<file path="config.mk">
export PLATFORM = sky130hd
export DESIGN_NAME = quat_addsub_sched
export DESIGN_NICKNAME = d
export VERILOG_FILES = /design/src/rtl/quat_pkg.sv /design/src/rtl/addsub_quat.sv /design/src/rtl/quat_addsub_sched.sv
export SDC_FILE = /design/constraint.sdc
export NUM_CORES = 2
export LEC_CHECK = 0
export ABC_AREA = 1
export BUFFER_PORTS_ARGS = -buffer_cell sky130_fd_sc_hd__buf_4
export CAP_MARGIN = 20
export CORE_MARGIN = 3
export CORE_UTILIZATION = 30
export DETAILED_ROUTE_END_ITERATION = 12
export SKIP_LAST_GASP = 1
export SYNTH_ARGS = -nofsm -noshare
export SYNTH_HDL_FRONTEND = slang
export SYNTH_HIERARCHICAL = 1
export SYNTH_SLANG_ARGS = --single-unit
</file>
<file path="constraint.sdc">
create_clock -name clk -period 24 [get_ports clk]
set_input_delay 2.4 -clock clk [delete_from_list [all_inputs] [get_ports clk]]
set_output_delay 2.4 -clock clk [all_outputs]
set_load 0.1 [all_outputs]
</file>
<file path="src/rtl/quat_pkg.sv">
// Shared types and constants for the quaternion add/sub scheduler slice.
// Latency: n/a (declarations only).
// Backpressure: n/a.
package quat_pkg;

    localparam int COMP_W   = 16;
    localparam int NUM_COMP = 4;
    localparam int QUAT_W   = COMP_W * NUM_COMP;

    localparam logic OP_ADD = 1'b0;
    localparam logic OP_SUB = 1'b1;

    typedef enum logic [1:0] {
        ST_IDLE = 2'd0,
        ST_EXEC = 2'd1,
        ST_RESP = 2'd2
    } sched_state_t;

endpackage

</file>
<file path="src/rtl/addsub_quat.sv">
// FP16 quaternion add/subtract, component-wise {w,i,j,k}, round-to-nearest-even.
// Latency: combinational.
// Backpressure: none; the caller holds operands stable until it captures y.
module addsub_quat
    import quat_pkg::*;
(
    input  logic [QUAT_W-1:0] a,
    input  logic [QUAT_W-1:0] b,
    input  logic              op,
    output logic [QUAT_W-1:0] y
);

    // One FP16 addition; subtraction is done by the caller flipping b's sign.
    function automatic logic [15:0] fp16_add(input logic [15:0] fa, input logic [15:0] fb);
        logic [15:0] x, yv;
        logic [5:0]  ex, ey, e;
        logic [13:0] mx, my, n;
        logic [63:0] sh;
        logic [14:0] s;
        logic [11:0] m;
        logic        rnd, a_nan, b_nan, a_inf, b_inf;
        a_nan = (fa[14:10] == 5'h1F) && (fa[9:0] != 10'd0);
        b_nan = (fb[14:10] == 5'h1F) && (fb[9:0] != 10'd0);
        a_inf = (fa[14:10] == 5'h1F) && (fa[9:0] == 10'd0);
        b_inf = (fb[14:10] == 5'h1F) && (fb[9:0] == 10'd0);
        if (a_nan || b_nan || (a_inf && b_inf && (fa[15] != fb[15])))
            return 16'h7E00;
        if (a_inf) return fa;
        if (b_inf) return fb;
        // Larger magnitude goes to x so the aligned difference never goes negative.
        if (fa[14:0] >= fb[14:0]) begin
            x = fa; yv = fb;
        end else begin
            x = fb; yv = fa;
        end
        ex = (x[14:10] == 5'd0)  ? 6'd1 : {1'b0, x[14:10]};
        ey = (yv[14:10] == 5'd0) ? 6'd1 : {1'b0, yv[14:10]};
        mx = {x[14:10] != 5'd0, x[9:0], 3'b000};
        my = {yv[14:10] != 5'd0, yv[9:0], 3'b000};
        // Align y, folding everything shifted out into the sticky bit.
        sh = {my, 50'd0} >> (ex - ey);
        my = {sh[63:51], sh[50] | (|sh[49:0])};
        s  = (x[15] ^ yv[15]) ? ({1'b0, mx} - {1'b0, my}) : ({1'b0, mx} + {1'b0, my});
        if (s == 15'd0) return 16'h0000;
        e = ex;
        if (s[14]) begin
            n = {s[14:2], s[1] | s[0]};
            e = e + 6'd1;
        end else begin
            n = s[13:0];
        end
        // Normalise left, stopping at the subnormal exponent.
        for (int i = 0; i < 13; i++) begin
            if (!n[13] && (e > 6'd1)) begin
                n = n << 1;
                e = e - 6'd1;
            end
        end
        rnd = n[2] & (n[1] | n[0] | n[3]);
        m   = {1'b0, n[13:3]} + {11'd0, rnd};
        if (m[11]) begin
            m = m >> 1;
            e = e + 6'd1;
        end
        if (e >= 6'd31) return {x[15], 5'h1F, 10'd0};
        return {x[15], (m[10] ? e[4:0] : 5'd0), m[9:0]};
    endfunction

    logic [COMP_W-1:0] comp_b;

    // Apply the op to each component independently.
    always_comb begin
        y      = '0;
        comp_b = '0;
        for (int c = 0; c < NUM_COMP; c++) begin
            comp_b     = b[c*COMP_W +: COMP_W];
            comp_b[15] = comp_b[15] ^ (op == OP_SUB);
            y[c*COMP_W +: COMP_W] = fp16_add(a[c*COMP_W +: COMP_W], comp_b);
        end
    end

endmodule

</file>
<file path="src/rtl/quat_addsub_sched.sv">
// Round-robin share of one addsub_quat between NUM_REQ requesters; optional QUAT_SCHED_STATS_EN counters.
// Latency: accept edge T -> rsp_valid in cycle T+LAT+1; one op in flight, issue interval LAT+2.
// Backpressure: req_ready only in IDLE for the RR winner; RESP holds rsp_valid/rsp_data until rsp_ready.
module quat_addsub_sched
    import quat_pkg::*;
#(
    parameter int NUM_REQ = 4,
    parameter int LAT     = 1
)(
    input  logic                      clk,
    input  logic                      rst_n,
    input  logic [NUM_REQ-1:0]        req_valid,
    output logic [NUM_REQ-1:0]        req_ready,
    input  logic [NUM_REQ-1:0]        req_op,
    input  logic [QUAT_W*NUM_REQ-1:0] req_a,
    input  logic [QUAT_W*NUM_REQ-1:0] req_b,
    output logic [NUM_REQ-1:0]        rsp_valid,
    input  logic [NUM_REQ-1:0]        rsp_ready,
    output logic [QUAT_W-1:0]         rsp_data
`ifdef QUAT_SCHED_STATS_EN
    ,
    output logic [15:0]               stat_ops,
    output logic [31:0]               stat_busy
`endif
);

    localparam int PW = (NUM_REQ > 1) ? $clog2(NUM_REQ) : 1;
    localparam int CW = (LAT > 1) ? $clog2(LAT) : 1;

    sched_state_t      state;
    logic [PW-1:0]     ptr;
    logic [PW-1:0]     grant;
    logic [CW-1:0]     cnt;
    logic [QUAT_W-1:0] a_q;
    logic [QUAT_W-1:0] b_q;
    logic              op_q;
    logic [QUAT_W-1:0] dp_y;
    logic              win_found;
    logic [PW-1:0]     win_idx;
    logic [PW-1:0]     ptr_next;

    // Round-robin search from ptr: first valid requester wins.
    always_comb begin
        win_found = 1'b0;
        win_idx   = '0;
        for (int i = 0; i < NUM_REQ; i++) begin
            if (!win_found && req_valid[(int'(ptr) + i) % NUM_REQ]) begin
                win_found = 1'b1;
                win_idx   = PW'((int'(ptr) + i) % NUM_REQ);
            end
        end
    end

    assign ptr_next = (win_idx == PW'(NUM_REQ - 1)) ? '0 : win_idx + PW'(1);

    // Ready for the winner only, and never while reset is held.
    always_comb begin
        req_ready = '0;
        if (rst_n && (state == ST_IDLE) && win_found)
            req_ready[win_idx] = 1'b1;
    end

    // Response valid goes only to the requester that owns the in-flight op.
    always_comb begin
        rsp_valid = '0;
        if (state == ST_RESP)
            rsp_valid[grant] = 1'b1;
    end

    // Scheduler FSM: arbitrate, wait out the datapath, hold the result until taken.
    always_ff @(posedge clk or negedge rst_n) begin
        if (!rst_n) begin
            state    <= ST_IDLE;
            ptr      <= '0;
            grant    <= '0;
            cnt      <= '0;
            a_q      <= '0;
            b_q      <= '0;
            op_q     <= OP_ADD;
            rsp_data <= '0;
        end else begin
            case (state)
                ST_IDLE: begin
                    if (win_found) begin
                        grant <= win_idx;
                        ptr   <= ptr_next;
                        a_q   <= req_a[int'(win_idx)*QUAT_W +: QUAT_W];
                        b_q   <= req_b[int'(win_idx)*QUAT_W +: QUAT_W];
                        op_q  <= req_op[win_idx];
                        cnt   <= '0;
                        state <= ST_EXEC;
                    end
                end
                ST_EXEC: begin
                    if (cnt == CW'(LAT - 1)) begin
                        rsp_data <= dp_y;
                        cnt      <= '0;
                        state    <= ST_RESP;
                    end else begin
                        cnt <= cnt + CW'(1);
                    end
                end
                ST_RESP: begin
                    if (rsp_ready[grant])
                        state <= ST_IDLE;
                end
                default: state <= ST_IDLE;
            endcase
        end
    end

    addsub_quat u_addsub (
        .a  (a_q),
        .b  (b_q),
        .op (op_q),
        .y  (dp_y)
    );

`ifdef QUAT_SCHED_STATS_EN
    // Completed handshakes (wrapping) and non-idle cycles (saturating).
    always_ff @(posedge clk or negedge rst_n) begin
        if (!rst_n) begin
            stat_ops  <= '0;
            stat_busy <= '0;
        end else begin
            if ((state == ST_RESP) && rsp_ready[grant])
                stat_ops <= stat_ops + 16'd1;
            if ((state != ST_IDLE) && (stat_busy != 32'hFFFF_FFFF))
                stat_busy <= stat_busy + 32'd1;
        end
    end
`endif

endmodule
</file>
After elaboration in Yosys (flattened, before gate mapping):

Index checks and enable logic that the tools add are counted.

* add/subtract/negate cells: 81
* order comparisons: 68
* equality and inequality tests: 18
* shift-type cells: 6
* multiplexer cells: 785
* bitwise gates (word level): 32
* reduce and logical (&&, ||, !) cells: 195

Operators with widths (count)
* 14-bit two-way mux: 280
* 6-bit two-way mux: 300
* 16-bit two-way mux: 72
* 256-bit by 9-bit indexed part select with 64-bit output: 2
* 6-bit by 1-bit greater-than comparator with 1-bit output, second input constant: 52
* 6-bit by 1-bit subtractor with 6-bit output, second input constant: 52
* 64-bit by 6-bit >> shifter with 64-bit output: 4
* 11-bit two-way mux: 20
* 50-bit OR reduction: 4
* 1-bit logical AND: 83
* 10-bit zero test: 8
* 10-bit nonzero test: 8
* 1-bit two-way mux: 77
* 14-bit by 14-bit adder with 15-bit output: 4
* 15-bit greater-or-equal comparator: 4
* 15-bit zero test: 4
* 15-bit two-way mux: 4
* 5-bit two-way mux: 12
* 14-bit by 14-bit subtractor with 15-bit output: 4
* 1-bit zero test: 55
* 11-bit by 1-bit adder with 12-bit output: 4
* 6-bit by 1-bit adder with 6-bit output, second input constant: 8
* 5-bit == test, second input constant: 8
* 5-bit zero test: 8
* 31 further kinds: 108

* register bits after elaboration: 200
* bits of input ports: 526
* output and inout port bits: 72
* word-level logic and storage cells: 1193

Depth between registers and ports, before layout:

* depth in word-level cells: 140
* mapped depth: 194
* mapped depth without buffers: 178

By module:

Netlist, hierarchy kept.

By module, submodules not included
* addsub_quat: instances 1, cells each 7887, area each 41282.1 sq um, sequential area each 0.0 sq um
* quat_addsub_sched: instances 1, cells each 1797, area each 12874.8 sq um, sequential area each 4979.8 sq um

Worst setup path after synthesis:

OpenSTA, ideal clock, no wires.

* kind: register -> register
* from: register b_q[30]
* to: register rsp_data[28]
* library setup time: 126 ps
* arrival time: 21870 ps
* required time: 23874 ps
* setup slack: 2004 ps
* stages on the path, launching flop included: 176
* path buffers: 13
* clock period less this slack: 21996 ps
* cell sequence: dfrtp_1 > inv_1 > ha_1 > a21oi_1 > o21ai_1 > a21oi_4 > nand3_2 > buf_4 > o21ai_0 > inv_1 > nor3_1 > nand3_1 > nand2_1 > inv_1 > ha_1 > inv_1 > fa_1 > inv_1 > [140 not listed] > nor2_4 > nand2_4 > buf_6 > nand3_1 > nand2_1 > nand2_2 > inv_1 > ha_1 > nand2_1 > nor2_1 > nand3_1 > nand2_1 > nand3_1 > nand2_1 > nand3_1 > nand2_1 > nand2_1 > mux2_2

* longest elaborated chain between the ends: 129
* elaborated cells on any way between the ends: 263
* those cells by class: add/sub: 19; order compare: 15; eq/ne: 1; shift: 1; mux: 183; bitwise: 6; reduce/logical: 38

RTL lines
* start: declaration: RTL line quat_addsub_sched.sv:35 `logic [QUAT_W-1:0] b_q;`
* start signal: assignment: RTL line quat_addsub_sched.sv:88 `b_q <= req_b[int'(win_idx)*QUAT_W +: QUAT_W];`
* 15-bit greater-or-equal comparator: RTL line addsub_quat.sv:31 `if (fa[14:0] >= fb[14:0]) begin`
* 16-bit two-way mux (2 in series): RTL line addsub_quat.sv:31
* 16-bit two-way mux: RTL line addsub_quat.sv:29 `if (b_inf) return fb;`
* 16-bit two-way mux: RTL line addsub_quat.sv:28 `if (a_inf) return fa;`
* 5-bit zero test, on equally long branches: RTL line addsub_quat.sv:36, addsub_quat.sv:37
* 5-bit two-way mux, on equally long branches: RTL line addsub_quat.sv:36, addsub_quat.sv:37
* 6-bit subtractor: RTL line addsub_quat.sv:41 `sh = {my, 50'd0} >> (ex - ey);`
* 64-bit by 6-bit >> shifter with 64-bit output: RTL line addsub_quat.sv:41
* [113 not listed]
* 1-bit two-way mux: RTL line addsub_quat.sv:29
* 1-bit two-way mux: RTL line addsub_quat.sv:28
* 16-bit two-way mux: RTL line addsub_quat.sv:66 `return {x[15], (m[10] ? e[4:0] : 5'd0), m[9:0]};`
* 16-bit two-way mux: RTL line addsub_quat.sv:45 `e = ex;`
* 16-bit two-way mux: RTL line addsub_quat.sv:31
* 16-bit two-way mux: RTL line addsub_quat.sv:29
* 16-bit two-way mux (*): RTL line addsub_quat.sv:28
* via dp_y[28]: RTL line quat_addsub_sched.sv:37 `logic [QUAT_W-1:0] dp_y;`
* end signal: assignment: RTL line quat_addsub_sched.sv:96 `rsp_data <= dp_y;`
* end: declaration: RTL line quat_addsub_sched.sv:19 `output logic [QUAT_W-1:0] rsp_data`

Mark *: on every way through the listed nets, which the timed path passes. The rest lies on a longest branch. The select of a mux whose other input is x is not followed.
A chain may end at the register's enable or synchronous reset.

Final worst setup path:

* from: register a_q[14]
* to: register rsp_data[14]

* longest elaborated chain between the ends: 129
* elaborated cells on any way between the ends: 263
* those cells by class: add/sub: 19; order compare: 15; eq/ne: 1; shift: 1; mux: 183; bitwise: 6; reduce/logical: 38

RTL lines
* start: declaration: RTL line quat_addsub_sched.sv:34 `logic [QUAT_W-1:0] a_q;`
* start signal: assignment: RTL line quat_addsub_sched.sv:87 `a_q <= req_a[int'(win_idx)*QUAT_W +: QUAT_W];`
* 15-bit greater-or-equal comparator: RTL line addsub_quat.sv:31
* 16-bit two-way mux (2 in series): RTL line addsub_quat.sv:31
* 16-bit two-way mux: RTL line addsub_quat.sv:29
* 16-bit two-way mux: RTL line addsub_quat.sv:28
* 5-bit zero test, on equally long branches: RTL line addsub_quat.sv:36, addsub_quat.sv:37
* 5-bit two-way mux, on equally long branches: RTL line addsub_quat.sv:36, addsub_quat.sv:37
* 6-bit subtractor: RTL line addsub_quat.sv:41
* 64-bit by 6-bit >> shifter with 64-bit output: RTL line addsub_quat.sv:41
* [113 not listed]
* 1-bit two-way mux: RTL line addsub_quat.sv:29
* 1-bit two-way mux: RTL line addsub_quat.sv:28
* 16-bit two-way mux: RTL line addsub_quat.sv:66
* 16-bit two-way mux: RTL line addsub_quat.sv:45
* 16-bit two-way mux: RTL line addsub_quat.sv:31
* 16-bit two-way mux: RTL line addsub_quat.sv:29
* 16-bit two-way mux (*): RTL line addsub_quat.sv:28
* via dp_y[14]: RTL line quat_addsub_sched.sv:37

Marked as above.

==> flow_metrics.env <==
export IMPL_status="finished, final reports clean"
export IMPL_max_slew_margin=0.372
export IMPL_start_util=0.303
export IMPL_layout_drive_gt1_share=0.207
export IMPL_cts_buffers=17
export IMPL_n_fill_cell=19797
export IMPL_vias=62563
export IMPL_grt_start_max_net_pins=162
export IMPL_port_buffers=597
export IMPL_netlist_area_mm2=0.0542
export IMPL_layout_nets=11058
export IMPL_top_layer_used="met4"
export IMPL_clock_sinks=199
export IMPL_grtUsageTotal=0.204
export IMPL_fin_skew_ns=0.0489
export IMPL_critPathArrivalTime_ns=22.67
export IMPL_via_per_inst=4.96
export IMPL_ctsHtreeMaxLevel=4
export IMPL_synth_cells=9684
export IMPL_yosysUniqueCellTypes=78
export IMPL_synth_area_leader_cell="nand2_1"
export IMPL_crit_type="register to register"
export IMPL_ctsLongestPathBuffers=2
export IMPL_multiInputGateArea_mm2=0.0422
export IMPL_cp_max_fo=35
export IMPL_first_iter_violations=4748
export IMPL_maxCapViolCount=0
export IMPL_hold_buffers=0
export IMPL_ant_nets=0
export IMPL_synth_nets=10497
export IMPL_dr_wl_met2_mm=94.7
export IMPL_timing_fmax_mhz=45.0
export IMPL_startpoint="a_q[14]"
export IMPL_synth_edf_count=0
export IMPL_final_hold_violation_count=0
export IMPL_yosys_warnings=6
export IMPL_dp_hpwl_mm=166
export IMPL_min_from="b_q[43]"
export IMPL_syn_to_final_growth_pct=16.3
export IMPL_dpl_instance_area_mm2=0.0607
export IMPL_holdCritPathClass="register to register"
export IMPL_clk_pin_slew_ns=0.11
export IMPL_async_flop_share=1.00
export IMPL_yosys_register_bits=199
export IMPL_period_needed_ns=22.20
export IMPL_core_region_area_mm2=0.179
export IMPL_ff_latch_area_mm2=0.00501
export IMPL_finalSetupViolCount=0
export IMPL_row_count=155
export IMPL_gp_congestion=0.974
export IMPL_ios=598
export IMPL_grt_first_pass_wirelength_mm=308
export IMPL_end_kind="register"
export IMPL_cts_tree="yes"
export IMPL_clkLatencyLatePin_ns=0.59
export IMPL_antenna_found_initial=8
export IMPL_r2r_start="a_q[14]"
export IMPL_die_w_um=431
export IMPL_worstSetupStartpointType="register"
export IMPL_wl_per_cell_um=15.9
export IMPL_crit_top_cell="nand2_1"
export IMPL_overflow=0
export IMPL_period_share=0.925
export IMPL_synth_area_leaders="nand2_1 (22%), nand3_1 (12%), dfrtp_1 (9.2%)"
export IMPL_first_global_vias=57076
export IMPL_fin_util=0.352
export IMPL_die_area_mm2=0.186
export IMPL_wl_met1_mm=88.9
export IMPL_synth_main_ff_cell="dfrtp_1"
export IMPL_critPathRequiredTime_ns=24.46
export IMPL_firstDrtPassIters=6
export IMPL_final_area_mm2=0.0630
export IMPL_worstMarginPinSlew_ns=0.940
export IMPL_cp_slowest_cell="fa_2"
export IMPL_wl_mm=201
export IMPL_fp_dieH_um=431
export IMPL_slew_violations=0
export IMPL_slowest_delay_ns=0.60
export IMPL_drc_errors=0
export IMPL_avgSynthCellArea_um2=5.59
export IMPL_synth_top_area_frac=0.217
export IMPL_seq_area_frac_synth=0.0920
export IMPL_wl_met3_mm=8.82
export IMPL_cts_root_buf="clkbuf_16"
==> worst paths after layout <==
check | endpoint | slack (ns) | cells after the start
setup / recovery | rsp_data[14] | 1.80 | 160
hold / removal | b_q[43] | 0.51 | 2
setup reg to reg | rsp_data[14] | 1.80 | 160
hold reg to reg | b_q[43] | 0.51 | 2
max in group asynchronous | a_q[29] | 20.82 | 2
min in group asynchronous | rsp_data[2] | 1.79 | 1
==> flip-flops by register name, summed over array words and instances (netlist names) <==
register	cells
a_q	64
b_q	64
grant	2
op_q	1
ptr	2
rsp_data	64
state	2
==> layer usage <==
layer / track usage / up-vias
met4: 0.0797 / 0
met5: 0 / -
met1: 0.262 / 28752
li1: - / 32113
met3: 0.0240 / 213
met2: 0.348 / 1485
==> critical path, delay by kind of cell, from the launching register on <==
| family | cells | cell delay [ns] |
|---|---|---|
| AO/OA/AOI/OAI | 10 | 1.48 |
| XOR/XNOR | 3 | 0.57 |
| adder cells (fa/ha/maj) | 18 | 4.55 |
| buffers and inverters | 21 | 1.94 |
| flip-flops | 1 | 0.46 |
| multiplexers | 1 | 0.27 |
| AND/OR/NAND/NOR | 107 | 12.74 |
==> kinds of logic after synthesis <==
logic type,Yosys count,share of synthesized area
buffers and inverters,1765,0.145
multiplexers,66,0.0137
AND/OR/NAND/NOR,6131,0.544
flip-flops,199,0.0920
adder cells (fa/ha/maj),287,0.0674
AO/OA/AOI/OAI,1089,0.113
XOR/XNOR,147,0.0250
==> layout by cell type, fill, tap and decap left out, types with 10 or more instances in the layout <==
cell       instances
nor4_1            28
o21ai_1           65
mux2_2            64
nand4_1          183
a21oi_1          143
or2_2             48
nand3_2           51
dfrtp_1          178
o21ai_2           28
nor3_1            53
dfrtp_2           21
clkbuf_16         17
ha_2              25
ha_1             252
a21oi_4           12
inv_2             90
nand2_8           25
xor2_1           103
and2_1            10
o21ai_0          682
nor2_1           468
nand3_1         1271
nand2_1         3113
nand2_2          349
a31oi_1           27
o21bai_1          14
nand3_4           29
nor2_4            55
nand2_4          144
inv_1           1258
nor2_2           118
nand3b_1         179
xnor2_1           35
buf_4            905
a21oi_2           41
==> area by class of cell <==
type / instances / share of cell area
timing repair inverter: 4 / 0.000318
clock buffer: 18 / 0.00681
antenna: 5 / 0.000199
timing repair buffer: 914 / 0.110
tap: 2355 / 0.0468
multi-input combinational: 7735 / 0.670
inverter: 1374 / 0.0832
sequential: 199 / 0.0795
clock inverter: 14 / 0.00276
==> cell usage after synthesis (all sizes together), types with 6 or more instances <==
master  instances
ha            279
a31oi          27
nand2        3622
nor3           57
or2            50
clkbuf        134
clkinv          8
and2           11
o31ai          13
xnor2          36
o221ai          6
buf           256
o21bai         15
nor4           29
nand3        1345
xor2          111
a21boi         18
a21oi         196
nor2          645
dfrtp         199
mux2           64
o21ai         782
nand4         186
fa              8
inv          1364
nand3b        182
==> stage by stage <==
step	worst slack [ns]	TNS (ns)	hold WS, ns	std cells
3_3_place_gp	0.491	0	0.483	12461
3_5_place_dp	0.0101	0	0.487	12461
4_1_cts	0.0542	0	0.508	12493
5_1_grt	-0.240	-3.61	0.524	12616
2_1_floorplan	2.00	0	0.463	9684
6_report	1.80	0	0.508	12618
==> timing repair <==
action                                  in CTS  in global routing
endpoints found under the setup margin       7                 60
pin swaps                                    0                 39
gates cloned                                 0                 19
gates resized for setup                      2                198
setup buffers                                0                101
Power is not shown: default switching activity piles up to over one toggle a cycle in this logic, so the estimate is an artifact.
